**src/rtl/rx_link_ctrl.sv**
```systemverilog
// SERDES receive link supervisor: hunts for commas, declares lock, tracks error
// level while locked, and pulses the receiver reset to force realignment.
module rx_link_ctrl #(
  parameter int unsigned LOCK_COMMAS  = 3,
  parameter int unsigned MAX_ERR      = 4,
  parameter int unsigned GOOD_WIN     = 16,
  parameter int unsigned HUNT_TIMEOUT = 1023,
  parameter int unsigned REALIGN_CYC  = 8,
  parameter int unsigned ERRCNT_W     = 16
) (
  input  logic                clk,
  input  logic                resetN,
  input  logic                enable,
  input  logic                symValid,
  input  logic                comma,
  input  logic                err,
  output logic                rxResetN,
  output logic                linkUp,
  output logic [2:0]          state,
  output logic [ERRCNT_W-1:0] errTotal,
  output logic [7:0]          realignCount
);

  typedef enum logic [2:0] {
    DISABLED = 3'd0,
    HUNT     = 3'd1,
    ACQ      = 3'd2,
    LOCKED   = 3'd3,
    DEGRADED = 3'd4,
    REALIGN  = 3'd5
  } state_e;

  // One timer serves both the HUNT+ACQ timeout and the REALIGN hold.
  localparam int unsigned TMAX = (HUNT_TIMEOUT > REALIGN_CYC) ? HUNT_TIMEOUT : REALIGN_CYC;
  localparam int unsigned TW   = $clog2(TMAX);

  localparam logic [TW-1:0] HUNT_LAST = TW'(HUNT_TIMEOUT - 1);
  localparam logic [TW-1:0] RA_LAST   = TW'(REALIGN_CYC - 1);
  localparam logic [3:0]    LOCK_N    = 4'(LOCK_COMMAS);
  localparam logic [3:0]    MAXE_N    = 4'(MAX_ERR);
  localparam logic [7:0]    GOOD_N    = 8'(GOOD_WIN);

  state_e               state_q, state_d;
  logic [TW-1:0]        timer_q, timer_d;
  logic [3:0]           commaCnt_q, commaCnt_d;
  logic [3:0]           errLevel_q, errLevel_d;
  logic [7:0]           goodCnt_q, goodCnt_d;
  logic [ERRCNT_W-1:0]  errTotal_q, errTotal_d;
  logic [7:0]           realignCount_q, realignCount_d;
  logic                 rxResetN_q, rxResetN_d;
  logic                 linkUp_q, linkUp_d;

  logic                 good_sym, bad_sym, good_comma, go_realign;
  logic [ERRCNT_W-1:0]  errTotal_inc;

  // err dominates comma on the same symbol
  assign good_sym     = symValid & ~err;
  assign bad_sym      = symValid & err;
  assign good_comma   = good_sym & comma;
  assign errTotal_inc = (errTotal_q == '1) ? errTotal_q : errTotal_q + ERRCNT_W'(1);

  always_comb begin
    state_d        = state_q;
    timer_d        = timer_q;
    commaCnt_d     = commaCnt_q;
    errLevel_d     = errLevel_q;
    goodCnt_d      = goodCnt_q;
    errTotal_d     = errTotal_q;
    realignCount_d = realignCount_q;
    go_realign     = 1'b0;

    if (!enable) begin
      state_d    = DISABLED;
      timer_d    = '0;
      commaCnt_d = '0;
      errLevel_d = '0;
      goodCnt_d  = '0;
    end else begin
      case (state_q)
        DISABLED: begin
          state_d = HUNT;
          timer_d = '0;
        end
        HUNT: begin
          if (timer_q == HUNT_LAST) begin
            go_realign = 1'b1;
          end else begin
            timer_d = timer_q + TW'(1);
            if (good_comma) begin
              state_d    = ACQ;
              commaCnt_d = 4'd1;
            end
          end
        end
        ACQ: begin
          if (bad_sym) begin
            errTotal_d = errTotal_inc;
            go_realign = 1'b1;
          end else if (timer_q == HUNT_LAST) begin
            go_realign = 1'b1;
          end else if (good_comma && (commaCnt_q + 4'd1 == LOCK_N)) begin
            state_d    = LOCKED;
            timer_d    = '0;
            commaCnt_d = '0;
          end else begin
            timer_d = timer_q + TW'(1);
            if (good_comma) commaCnt_d = commaCnt_q + 4'd1;
          end
        end
        LOCKED: begin
          if (bad_sym) begin
            state_d    = DEGRADED;
            errLevel_d = 4'd1;
            goodCnt_d  = '0;
            errTotal_d = errTotal_inc;
          end
        end
        DEGRADED: begin
          if (bad_sym) begin
            errTotal_d = errTotal_inc;
            goodCnt_d  = '0;
            if (errLevel_q + 4'd1 == MAXE_N) go_realign = 1'b1;
            else                             errLevel_d = errLevel_q + 4'd1;
          end else if (good_sym) begin
            if (goodCnt_q + 8'd1 == GOOD_N) begin
              goodCnt_d  = '0;
              errLevel_d = errLevel_q - 4'd1;
              if (errLevel_q == 4'd1) state_d = LOCKED;
            end else begin
              goodCnt_d = goodCnt_q + 8'd1;
            end
          end
        end
        REALIGN: begin
          if (timer_q == RA_LAST) begin
            state_d    = HUNT;
            timer_d    = '0;
            commaCnt_d = '0;
            errLevel_d = '0;
            goodCnt_d  = '0;
          end else begin
            timer_d = timer_q + TW'(1);
          end
        end
        default: begin
          state_d    = DISABLED;
          timer_d    = '0;
          commaCnt_d = '0;
          errLevel_d = '0;
          goodCnt_d  = '0;
        end
      endcase

      if (go_realign) begin
        state_d    = REALIGN;
        timer_d    = '0;
        commaCnt_d = '0;
        errLevel_d = '0;
        goodCnt_d  = '0;
        if (realignCount_q != '1) realignCount_d = realignCount_q + 8'd1;
      end
    end

    // Outputs registered from the next state so they change on the same edge
    rxResetN_d = (state_d == HUNT) || (state_d == ACQ) ||
                 (state_d == LOCKED) || (state_d == DEGRADED);
    linkUp_d   = (state_d == LOCKED) || (state_d == DEGRADED);
  end

  always_ff @(posedge clk) begin
    if (!resetN) begin
      state_q        <= DISABLED;
      timer_q        <= '0;
      commaCnt_q     <= '0;
      errLevel_q     <= '0;
      goodCnt_q      <= '0;
      errTotal_q     <= '0;
      realignCount_q <= '0;
      rxResetN_q     <= 1'b0;
      linkUp_q       <= 1'b0;
    end else begin
      state_q        <= state_d;
      timer_q        <= timer_d;
      commaCnt_q     <= commaCnt_d;
      errLevel_q     <= errLevel_d;
      goodCnt_q      <= goodCnt_d;
      errTotal_q     <= errTotal_d;
      realignCount_q <= realignCount_d;
      rxResetN_q     <= rxResetN_d;
      linkUp_q       <= linkUp_d;
    end
  end

  assign state        = state_q;
  assign rxResetN     = rxResetN_q;
  assign linkUp       = linkUp_q;
  assign errTotal     = errTotal_q;
  assign realignCount = realignCount_q;

endmodule

```
**config.mk**
```make
export PLATFORM = sky130hd
export DESIGN_NAME = rx_link_ctrl
export DESIGN_NICKNAME = d
export VERILOG_FILES = /design/src/rtl/rx_link_ctrl.sv
export SDC_FILE = /design/constraint.sdc
export NUM_CORES = 1
export LEC_CHECK = 0
export CELL_PAD_IN_SITES_DETAIL_PLACEMENT = 1
export CELL_PAD_IN_SITES_GLOBAL_PLACEMENT = 2
export CORE_ASPECT_RATIO = 0.9
export CORE_MARGIN = 2
export CORE_UTILIZATION = 41
export DETAILED_ROUTE_END_ITERATION = 6
export DONT_BUFFER_PORTS = 1
export PLACE_DENSITY = 0.89
export SKIP_LAST_GASP = 1
export SLEW_MARGIN = 20
export SYNTH_ARGS = -nofsm -noshare
export SYNTH_HDL_FRONTEND = slang
export SYNTH_SLANG_ARGS = --single-unit
```
**constraint.sdc**
```tcl
create_clock -name clk -period 6.1 [get_ports clk]
set_input_delay 0.305 -clock clk [delete_from_list [all_inputs] [get_ports clk]]
set_output_delay 0.305 -clock clk [all_outputs]
set_load 0.02 [all_outputs]
```
### Yosys cells after proc, flatten, opt, wreduce, memory -nomap -nowiden

Index checks and enable logic that the tools add are counted.

* output and inout bits: 29
* register bits after elaboration: 55

* bitwise gates (word level): 10
* reduce and logical (&&, ||, !) cells: 17
* multiplexer cells: 46
* equality and inequality tests: 27
* $add $sub $neg: 7

Operators with widths (count)
* two-way mux 10 bit: 5
* two-way mux 4 bit: 12
* two-way mux 8 bit: 5
* case mux 10 bit (4 select lines): 1
* two-way mux 3 bit: 13
* case mux 4 bit (4 select lines): 2
* case mux 8 bit (4 select lines): 1
* case mux 3 bit (6 select lines): 1
* adder 16 x 1 -> 16 bit (second input constant): 1
* adder 8 x 1 -> 8 bit (second input constant): 2
* equality test 16 bit (second input constant): 1
* equality test 3 x 2 -> 1 bit (second input constant): 4
* inequality test 2 bit (second input constant): 6
* inequality test 3 bit (second input constant): 4
* AND reduction 4 bit: 3
* OR reduction 3 bit: 4
* adder 10 x 1 -> 10 bit (second input constant): 1
* equality test 10 bit (second input constant): 1
* equality test 10 x 3 -> 1 bit (second input constant): 1
* equality test 3 bit (second input constant): 3
* adder 4 x 1 -> 4 bit (second input constant): 2
* equality test 8 x 5 -> 1 bit (second input constant): 1
* inequality test 8 bit (second input constant): 1
* NOT 1 bit: 7
* 15 further kinds: 25

### Longest topological paths before layout

Gate-level depths: netlist of the first run.

* depth after elaboration: 14
* gate-level depth with buffers: 10
* depth with buffers taken out: 9

### Least setup slack after synthesis of the first run

Ideal clock, no wire load.

* kind: register to register
* start point: reg timer_q[0]
* end point: reg goodCnt_q[3]
* required time: 6.027 ns
* path buffers: 0
* arrival: 1.966 ns
* clock period less this slack: 2.038 ns
* slack: 4.062 ns
* cell stages (with the launch flop): 8
* library setup time: 0.073 ns
* cell sequence: dfxtp_1 ha_1 nor4b_2 a31oi_1 a21o_1 or2_1 or4b_1 a21oi_1

* word-level cells in the longest chain between the ends: 6

Ends and longest elaborated chain
* start: declaration: line 44 `logic [TW-1:0] timer_q, timer_d;`
* start signal: assignment: line 183 `timer_q <= timer_d;`
* equality test 10 bit: line 85, 99
* two-way mux 1 bit: line 85, 99
* two-way mux 1 bit: line 96 `if (bad_sym) begin`
* case mux 1 bit (3 select lines): line 79 `case (state_q)`
* two-way mux 1 bit: line 72 `if (!enable) begin`
* OR reduction 3 bit (no source line)
* end signal: assignment: line 186 `goodCnt_q <= goodCnt_d;`
* end: declaration: line 47 `logic [7:0] goodCnt_q, goodCnt_d;`

Parallel ways exist; a longest one is shown, timed or not. The select of a mux whose other input is x is not followed.
A chain may end at the register's enable or synchronous reset.

### Final worst setup path of the first run

* start point: reg state_q[2] (netlist: state[2])
* end point: reg timer_q[1]

* word-level cells in the longest chain between the ends: 4

Ends and longest elaborated chain
* start: declaration: line 43 `state_e state_q, state_d;`
* start signal: assignment: line 182 `state_q <= state_d;`
* equality test 3 bit, or another cell as far along: line 79
* case mux 1 bit (3 select lines) or OR reduction 2 bit (tied branches)
* two-way mux 1 bit or NOT 1 bit (tied branches)
* OR reduction 3 bit (no source line) or AND reduction 4 bit (tied branches)

Parallel ways exist; a longest one is shown, timed or not. The select of a mux whose other input is x is not followed.

==> flow_summary.json, run 1 <==
{
  "run_status": "complete, no violations",
  "cts.clk_slew.worst_paths_ns": 0.11,
  "global_route.usage.total": 0.1813,
  "h-tree-depth": 2,
  "critPathKind": "reg2reg",
  "synth-compound-area-share": 0.1447,
  "number_of_warnings_issued_by_yosys": 0,
  "yosysSeqAreaShare": 0.3509,
  "dieHeight_um": 87.00,
  "routed_wl_um": 7313,
  "grt.overflow.total": 0,
  "report.final.setup_viol": 0,
  "ys_dominant_reg_cell": "sky130_fd_sc_hd__dfxtp_1",
  "mappedNetlistNets": 388,
  "power.density_cell_area_nw_per_um2": 181.1,
  "number_of_synthesized_flops_with_an_enable_pin": 0,
  "cts_tree": "built",
  "yosys.cell_types.count": 58,
  "grt_pass1_wl_um": 12100,
  "main_combinational_cell_family_by_area_after_synthesis": "simple AND/OR/NAND/NOR gates",
  "synth.area.mux_share": 0.009569,
  "i_o_pin_count": 35,
  "critPathArrivalTime_ns": 3.02,
  "remaining_drc_errors": 0,
  "vdd.ir_drop.worst_mv": 0.08540,
  "period_minus_slack_ns": 2.820,
  "start_kind": "flop",
  "timing.final.hold_violations": 0,
  "cts_num_sinks": 55,
  "wire_per_inst_um": 15.90,
  "n_diodes": 0,
  "mostFrequentLayoutCell": "sky130_fd_sc_hd__dfxtp_1",
  "netlist_instances": 371,
  "worst_path_max_stage_delay_ns": 0.77,
  "tns_ns": 0,
  "flow.area_growth_from_synthesis_pct": 4.426,
  "drv.max_cap_violation_count": 0,
  "cp.required_ns": 6.30,
  "hold_slack_ns": 0.09713,
  "worst_slew_margin_rel": 0.5248,
  "dieWidth_um": 96.22,
  "cts-root-to-sink-buffers": 2,
  "final-max-slew-violation-count": 0,
  "antenna_found_initial": 0,
  "first_global_vias": 2473,
  "grt_setup_unrepaired": "no",
  "cp-end-kind": "flop",
  "synth.avg_cell_area_sq_um": 8.458,
  "power.static_leakage_nw": 1.200,
  "final_min_period_over_clock_period": 0.4623,
  "fmax_mhz": 354.6,
  "nNetsFinal": 380,
  "worst_skew_pair.late_latency_ns": 0.32,
  "ant_nets": 0,
  "post_synthesis_xor_xnor_area_fraction": 0.09211,
  "grt_start_max_net_pins": 31,
  "synth.cell_area_sq_um": 3138,
  "cts-root-buf": "sky130_fd_sc_hd__clkbuf_8",
  "cts_hold_repair.buffers": 0,
  "fp-row-count": 30,
  "synth_fa_ha_area_frac": 0.04386,
  "initial_utilization": 0.4201,
  "count_of_port_buffers_added_during_placement": 0,
  "ffs_latches_synth": 55,
  "detailedPlacementHpwl_um": 5273,
  "tightest_slew_ns": 0.7109,
  "design.die.area_sq_um": 8370,
  "finalWeightedCongestion": 0.8252,
  "post_route_skew_ns": 0.01127,
  "cts_made_buffers": 5,
  "crit_chain": "nor3b_2 -> o2111a_1 -> nor2_1 -> nand3_1 -> a31o_1 -> a211oi_1",
  "synth_simple_gate_area_frac": 0.3266,
  "ctsResizeCount": 0,
  "core_region_sq_um": 7470,
  "drt-vias-per-instance": 5.480,
  "route.vias.total": 2521,
  "async_reset_ff_frac": 0,
  "biggest_fanout_along_the_worst_timing_path": 17,
  "postCtsSetupRepairBufs": 0,
  "drt_iter0_markers": 81,
  "drive_gt1_frac": 0.05495,
  "hold_path.class": "in2reg",
  "layout.cells.most_common_list": "sky130_fd_sc_hd__dfxtp_1 (55), sky130_fd_sc_hd__nand2_1 (31), sky130_fd_sc_hd__nor2_1 (31), sky130_fd_sc_hd__and2_1 (30), sky130_fd_sc_hd__a21oi_1 (19)",
  "worst_path_max_delay_cell": "sky130_fd_sc_hd__dfxtp_1",
  "drt_pre_antenna_iters": 4
}
cell type report:
| type | instances | area (sq um) |
|---|---|---|
| clock buffer | 5 | 68.82 |
| clock inverter | 3 | 25.02 |
| fill | 915 | 4193 |
| inverter | 7 | 26.28 |
| multi-input combinational | 294 | 1936 |
| sequential | 55 | 1101 |
| tap | 96 | 120.1 |
cells by family after synthesis:
kind of cell,Yosys count
muxes,3
buffers and inverters,22
DFF,55
and+or+nand+nor,180
adders and majority gates,11
AOI/OAI and AO/OA,67
xor gates and xnor gates,33
critical path, delay by kind of cell, from the launching register on:
kind	cells	cell delay, ns
simple gates	3	1.10
compound gates	3	0.82
flops	1	0.77
where the power goes:
| group | internal (W) | total [W] | leakage, nW | switching, W |
|---|---|---|---|---|
| Sequential | 0.000360 | 0.000363 | 0.443 | 0.00000334 |
| Combinational | 0.00000585 | 0.0000157 | 0.712 | 0.00000981 |
| Clock | 0.0000826 | 0.000214 | 0.0443 | 0.000132 |
| Total | 0.000448 | 0.000594 | 1.20 | 0.000145 |
synthesized netlist by cell type, types with 2 or more instances:
| master | n | area (sq um) |
|---|---|---|
| sky130_fd_sc_hd__nor2_1 | 31 | 116.4 |
| sky130_fd_sc_hd__a21boi_1 | 2 | 15.01 |
| sky130_fd_sc_hd__clkbuf_1 | 7 | 26.28 |
| sky130_fd_sc_hd__and4_1 | 2 | 17.52 |
| sky130_fd_sc_hd__or3_1 | 4 | 25.02 |
| sky130_fd_sc_hd__and2_1 | 30 | 187.7 |
| sky130_fd_sc_hd__nor3_1 | 6 | 30.03 |
| sky130_fd_sc_hd__nor3b_2 | 2 | 25.02 |
| sky130_fd_sc_hd__a21boi_0 | 3 | 22.52 |
| sky130_fd_sc_hd__a31oi_1 | 6 | 37.54 |
| sky130_fd_sc_hd__buf_2 | 6 | 30.03 |
| sky130_fd_sc_hd__dfxtp_1 | 55 | 1101 |
| sky130_fd_sc_hd__nand2_1 | 31 | 116.4 |
| sky130_fd_sc_hd__nor4b_2 | 2 | 30.03 |
| sky130_fd_sc_hd__a21o_1 | 3 | 22.52 |
| sky130_fd_sc_hd__and3_1 | 11 | 68.82 |
| sky130_fd_sc_hd__nor2b_1 | 8 | 50.05 |
| sky130_fd_sc_hd__nand3b_1 | 2 | 15.01 |
| sky130_fd_sc_hd__or3b_1 | 2 | 17.52 |
| sky130_fd_sc_hd__ha_1 | 11 | 137.6 |
| sky130_fd_sc_hd__nand4_1 | 13 | 81.33 |
| sky130_fd_sc_hd__o21ai_0 | 14 | 70.07 |
| sky130_fd_sc_hd__xor2_1 | 17 | 148.9 |
| sky130_fd_sc_hd__nand4b_1 | 2 | 17.52 |
| sky130_fd_sc_hd__or4_1 | 2 | 15.01 |
| sky130_fd_sc_hd__nor3b_1 | 2 | 15.01 |
| sky130_fd_sc_hd__mux2i_1 | 3 | 30.03 |
| sky130_fd_sc_hd__o2111a_1 | 2 | 22.52 |
| sky130_fd_sc_hd__xnor2_1 | 16 | 140.1 |
| sky130_fd_sc_hd__a211o_1 | 2 | 17.52 |
| sky130_fd_sc_hd__a21oi_1 | 19 | 95.09 |
| sky130_fd_sc_hd__o22ai_1 | 2 | 12.51 |
| sky130_fd_sc_hd__inv_1 | 7 | 26.28 |
| sky130_fd_sc_hd__nand3_1 | 12 | 60.06 |
| sky130_fd_sc_hd__o21a_1 | 2 | 15.01 |
| sky130_fd_sc_hd__nor4_1 | 4 | 25.02 |
| sky130_fd_sc_hd__a211oi_1 | 2 | 15.01 |
| sky130_fd_sc_hd__nand2b_1 | 6 | 37.54 |
final timing paths:
path              cells past startpoint     startpoint               to  slack, ns
setup / recovery                      6       state[2]       timer_q[1]       3.28
hold / removal                        1         resetN  realignCount[6]        0.1
setup reg to reg                      6       state[2]       timer_q[1]       3.28
hold reg to reg                       2  commaCnt_q[2]    commaCnt_q[2]       0.50
flip-flops by register name, summed over array words and instances, names as in the netlist:
register and count:
goodCnt_q 8, errLevel_q 4, rxResetN 1, linkUp 1, realignCount 8, commaCnt_q 4
errTotal 16, state 3, timer_q 10
per-layer routing:
| layer | vias to the layer above | wire, um | GRT usage |
|---|---|---|---|
| li1 | 1287 | - | - |
| met2 | 16 | 3434 | 0.2948 |
| met1 | 1214 | 3684 | 0.2489 |
| met5 | - | 0 | 0 |
| met4 | 0 | 55 | 0.04286 |
| met3 | 4 | 138 | 0.03290 |
metrics by stage:
stage	setup WS (ns)	instances	utilization	instance area, sq um	total power (W)
after floorplan	4.062	371	-	3138	0.0003858
after global placement	3.364	452	0.4261	3183	0.0003873
after detailed placement	3.290	452	0.4261	3183	0.0003874
after CTS	3.269	460	0.4387	3277	0.0006044
after global routing	2.995	460	0.4387	3277	0.0006152
final	3.280	460	0.4387	3277	0.0005935
Power figures use the tool's default switching activity.
==> run 2: changes to the inputs <==
CORE_UTILIZATION = 35   (was 41)
PLACE_DENSITY = 0.81   (was 0.89)
clock period = 2.3 ns   (was 6.1 ns; I/O delays follow)
==> flow_summary.json, run 2 (synthesis gave the netlist of run 1 again) <==
{
  "layout.cells.most_common_list": "sky130_fd_sc_hd__dfxtp_1 (53), sky130_fd_sc_hd__nand2_1 (31), sky130_fd_sc_hd__nor2_1 (31), sky130_fd_sc_hd__and2_1 (30), sky130_fd_sc_hd__buf_4 (28)",
  "whs_endpoint": "state[2]",
  "cts_made_buffers": 5,
  "final_min_period_over_clock_period": 0.9558,
  "critPathArrivalTime_ns": 2.44,
  "cts_num_sinks": 55,
  "dieHeight_um": 93.83,
  "ant_nets": 0,
  "cts-root-to-sink-buffers": 2,
  "power.density_cell_area_nw_per_um2": 496.2,
  "drt-vias-per-instance": 5.277,
  "remaining_drc_errors": 0,
  "finish.instance_area_sq_um": 3600,
  "cp-end-kind": "flop",
  "hold_path.class": "in2reg",
  "drive_gt1_frac": 0.1349,
  "n_diodes": 0,
  "placement.cell_area_sq_um": 3422,
  "r2r_cells": 8,
  "cp_top_family": "compound AO/OA/AOI/OAI gates",
  "final-max-slew-violation-count": 0,
  "period_minus_slack_ns": 2.198,
  "finalWeightedCongestion": 0.7821,
  "grt_setup_unrepaired": "yes",
  "cp.required_ns": 2.54,
  "nNetsFinal": 409,
  "switching_share": 0.2095,
  "cts-root-buf": "sky130_fd_sc_hd__clkbuf_8",
  "run_status": "complete, no violations",
  "dieWidth_um": 103.8,
  "wire_per_inst_um": 16.04,
  "tightest_slew_ns": 0.8548,
  "worst_slew_margin_rel": 0.4282,
  "seqPwrFrac": 0.539,
  "report.final.setup_viol": 0,
  "grt_start_max_net_pins": 30,
  "mostFrequentLayoutCell": "sky130_fd_sc_hd__dfxtp_1",
  "flow.area_growth_from_synthesis_pct": 14.71,
  "intPower_w": 0.001412,
  "fmax_mhz": 454.9,
  "critPathKind": "reg2reg",
  "first_global_vias": 2792,
  "routed_wl_um": 8214,
  "global_route.usage.total": 0.1710,
  "buffering_stage_count_on_the_worst_path_with_inverters_included": 1,
  "detailedPlacementHpwl_um": 6094,
  "regToRegStartpoint": "errLevel_q[1]",
  "antenna_found_initial": 0,
  "cts.clk_slew.worst_paths_ns": 0.10,
  "p_clk_frac": 0.429,
  "timing.final.hold_violations": 0,
  "rrSetupSlack_ns": 0.10,
  "core_region_sq_um": 8648,
  "h-tree-depth": 2,
  "holdCritStartpoint": "enable",
  "r2r_end": "linkUp",
  "post_route_skew_ns": 0.01138,
  "min_delay_path_depth": 2,
  "switchingPower_w": 0.0003742,
  "grt_pass1_wl_um": 13590,
  "count_of_port_buffers_added_during_placement": 0,
  "route.vias.total": 2702,
  "biggest_fanout_along_the_worst_timing_path": 7,
  "drt_pre_antenna_iters": 4,
  "hold_slack_ns": 0.05762,
  "power.static_leakage_nw": 1.376,
  "worst_path_max_delay_cell": "sky130_fd_sc_hd__dfxtp_1",
  "vdd.ir_drop.worst_mv": 0.2528,
  "initial_utilization": 0.3628,
  "drv.max_cap_violation_count": 0,
  "i_o_pin_count": 35,
  "start_kind": "flop",
  "largest_register_ff_count": 16,
  "worst_path_max_stage_delay_ns": 0.45,
  "crit_chain": "ha_1 -> nand2b_1 -> a21oi_1 -> o2111a_1 -> o21ai_4 -> buf_4 -> or3b_1 -> a21boi_1",
  "worst_skew_pair.late_latency_ns": 0.31,
  "fp-row-count": 32,
  "design.die.area_sq_um": 9740,
  "drt_iter0_markers": 62,
  "cts_tree": "built",
  "fraction_of_power_consumed_by_combinational_cells": 0.032,
  "grt.overflow.total": 0
}
-- run 2: cell types whose count changed in the layout (fill, tap and decap cells not counted), sizes merged --
cell | before | now
dlygate4sd3 | 0 | 1
clkinvlp | 1 | 0
clkbuf | 5 | 6
buf | 0 | 28
clkinv | 2 | 0
bufinv | 0 | 2
-- run 2: cell type report --
type | instances | area (sq um)
fillers | 1074 | 5049
multi-input cells | 294 | 1968
flip-flops and latches | 55 | 1104
repair buffers | 29 | 220.2
well taps | 119 | 148.9
clock buffers | 6 | 72.57
clock inverters | 2 | 60.06
inverters | 7 | 26.28
-- run 2: how the worst max path moves through the flow --
stage / cells past startpoint / start / end / slack, ns
after floorplan: 7 / timer_q[0] / goodCnt_q[3] / 0.26
after global placement: 9 / timer_q[0] / linkUp / 0.20
after detailed placement: 8 / errLevel_q[1] / linkUp / 0.1
after CTS: 8 / errLevel_q[1] / linkUp / 0.03
after global routing: 8 / errLevel_q[1] / linkUp / -0.03
final: 8 / errLevel_q[1] / linkUp / 0.10
-- run 2: power by group through the flow --
stage	Combinational (W)	Sequential (W)	Clock, W
global placement	0.0000490	0.000984	0
finish	0.0000577	0.000963	0.000766
floorplan	0.0000413	0.000982	0
global route	0.0000641	0.000964	0.000810
detailed placement	0.0000498	0.000984	0
CTS	0.0000582	0.000962	0.000787
-- run 2: through the flow --
step | setup TNS (ns) | utilization | total power (W) | std cells | worst slack (ns)
2_1_floorplan | 0 | - | 0.001023 | 371 | 0.2615
3_3_place_gp | 0 | 0.3957 | 0.001033 | 503 | 0.2047
3_5_place_dp | 0 | 0.3957 | 0.001034 | 503 | 0.09915
4_1_cts | 0 | 0.4122 | 0.001808 | 512 | 0.02747
5_1_grt | -0.05528 | 0.4162 | 0.001838 | 512 | -0.02967
6_report | 0 | 0.4162 | 0.001786 | 512 | 0.1017
-- run 2: what timing repair did --
| item | CTS | global route |
|---|---|---|
| hold buffers | 1 | 0 |
| endpoints found under the setup margin | 0 | 11 |
| setup buffers | 0 | 0 |
| resized for setup | 0 | 8 |
| endpoints found under the hold margin | 29 | 0 |
-- run 2: routing by layer --
metal,routed length (um),vias to the layer above,GRT usage
met1,3857,1326,0.2135
met5,0,-,0
met3,243,6,0.03259
li1,-,1345,-
met2,4040,25,0.3076
met4,72,0,0.03716
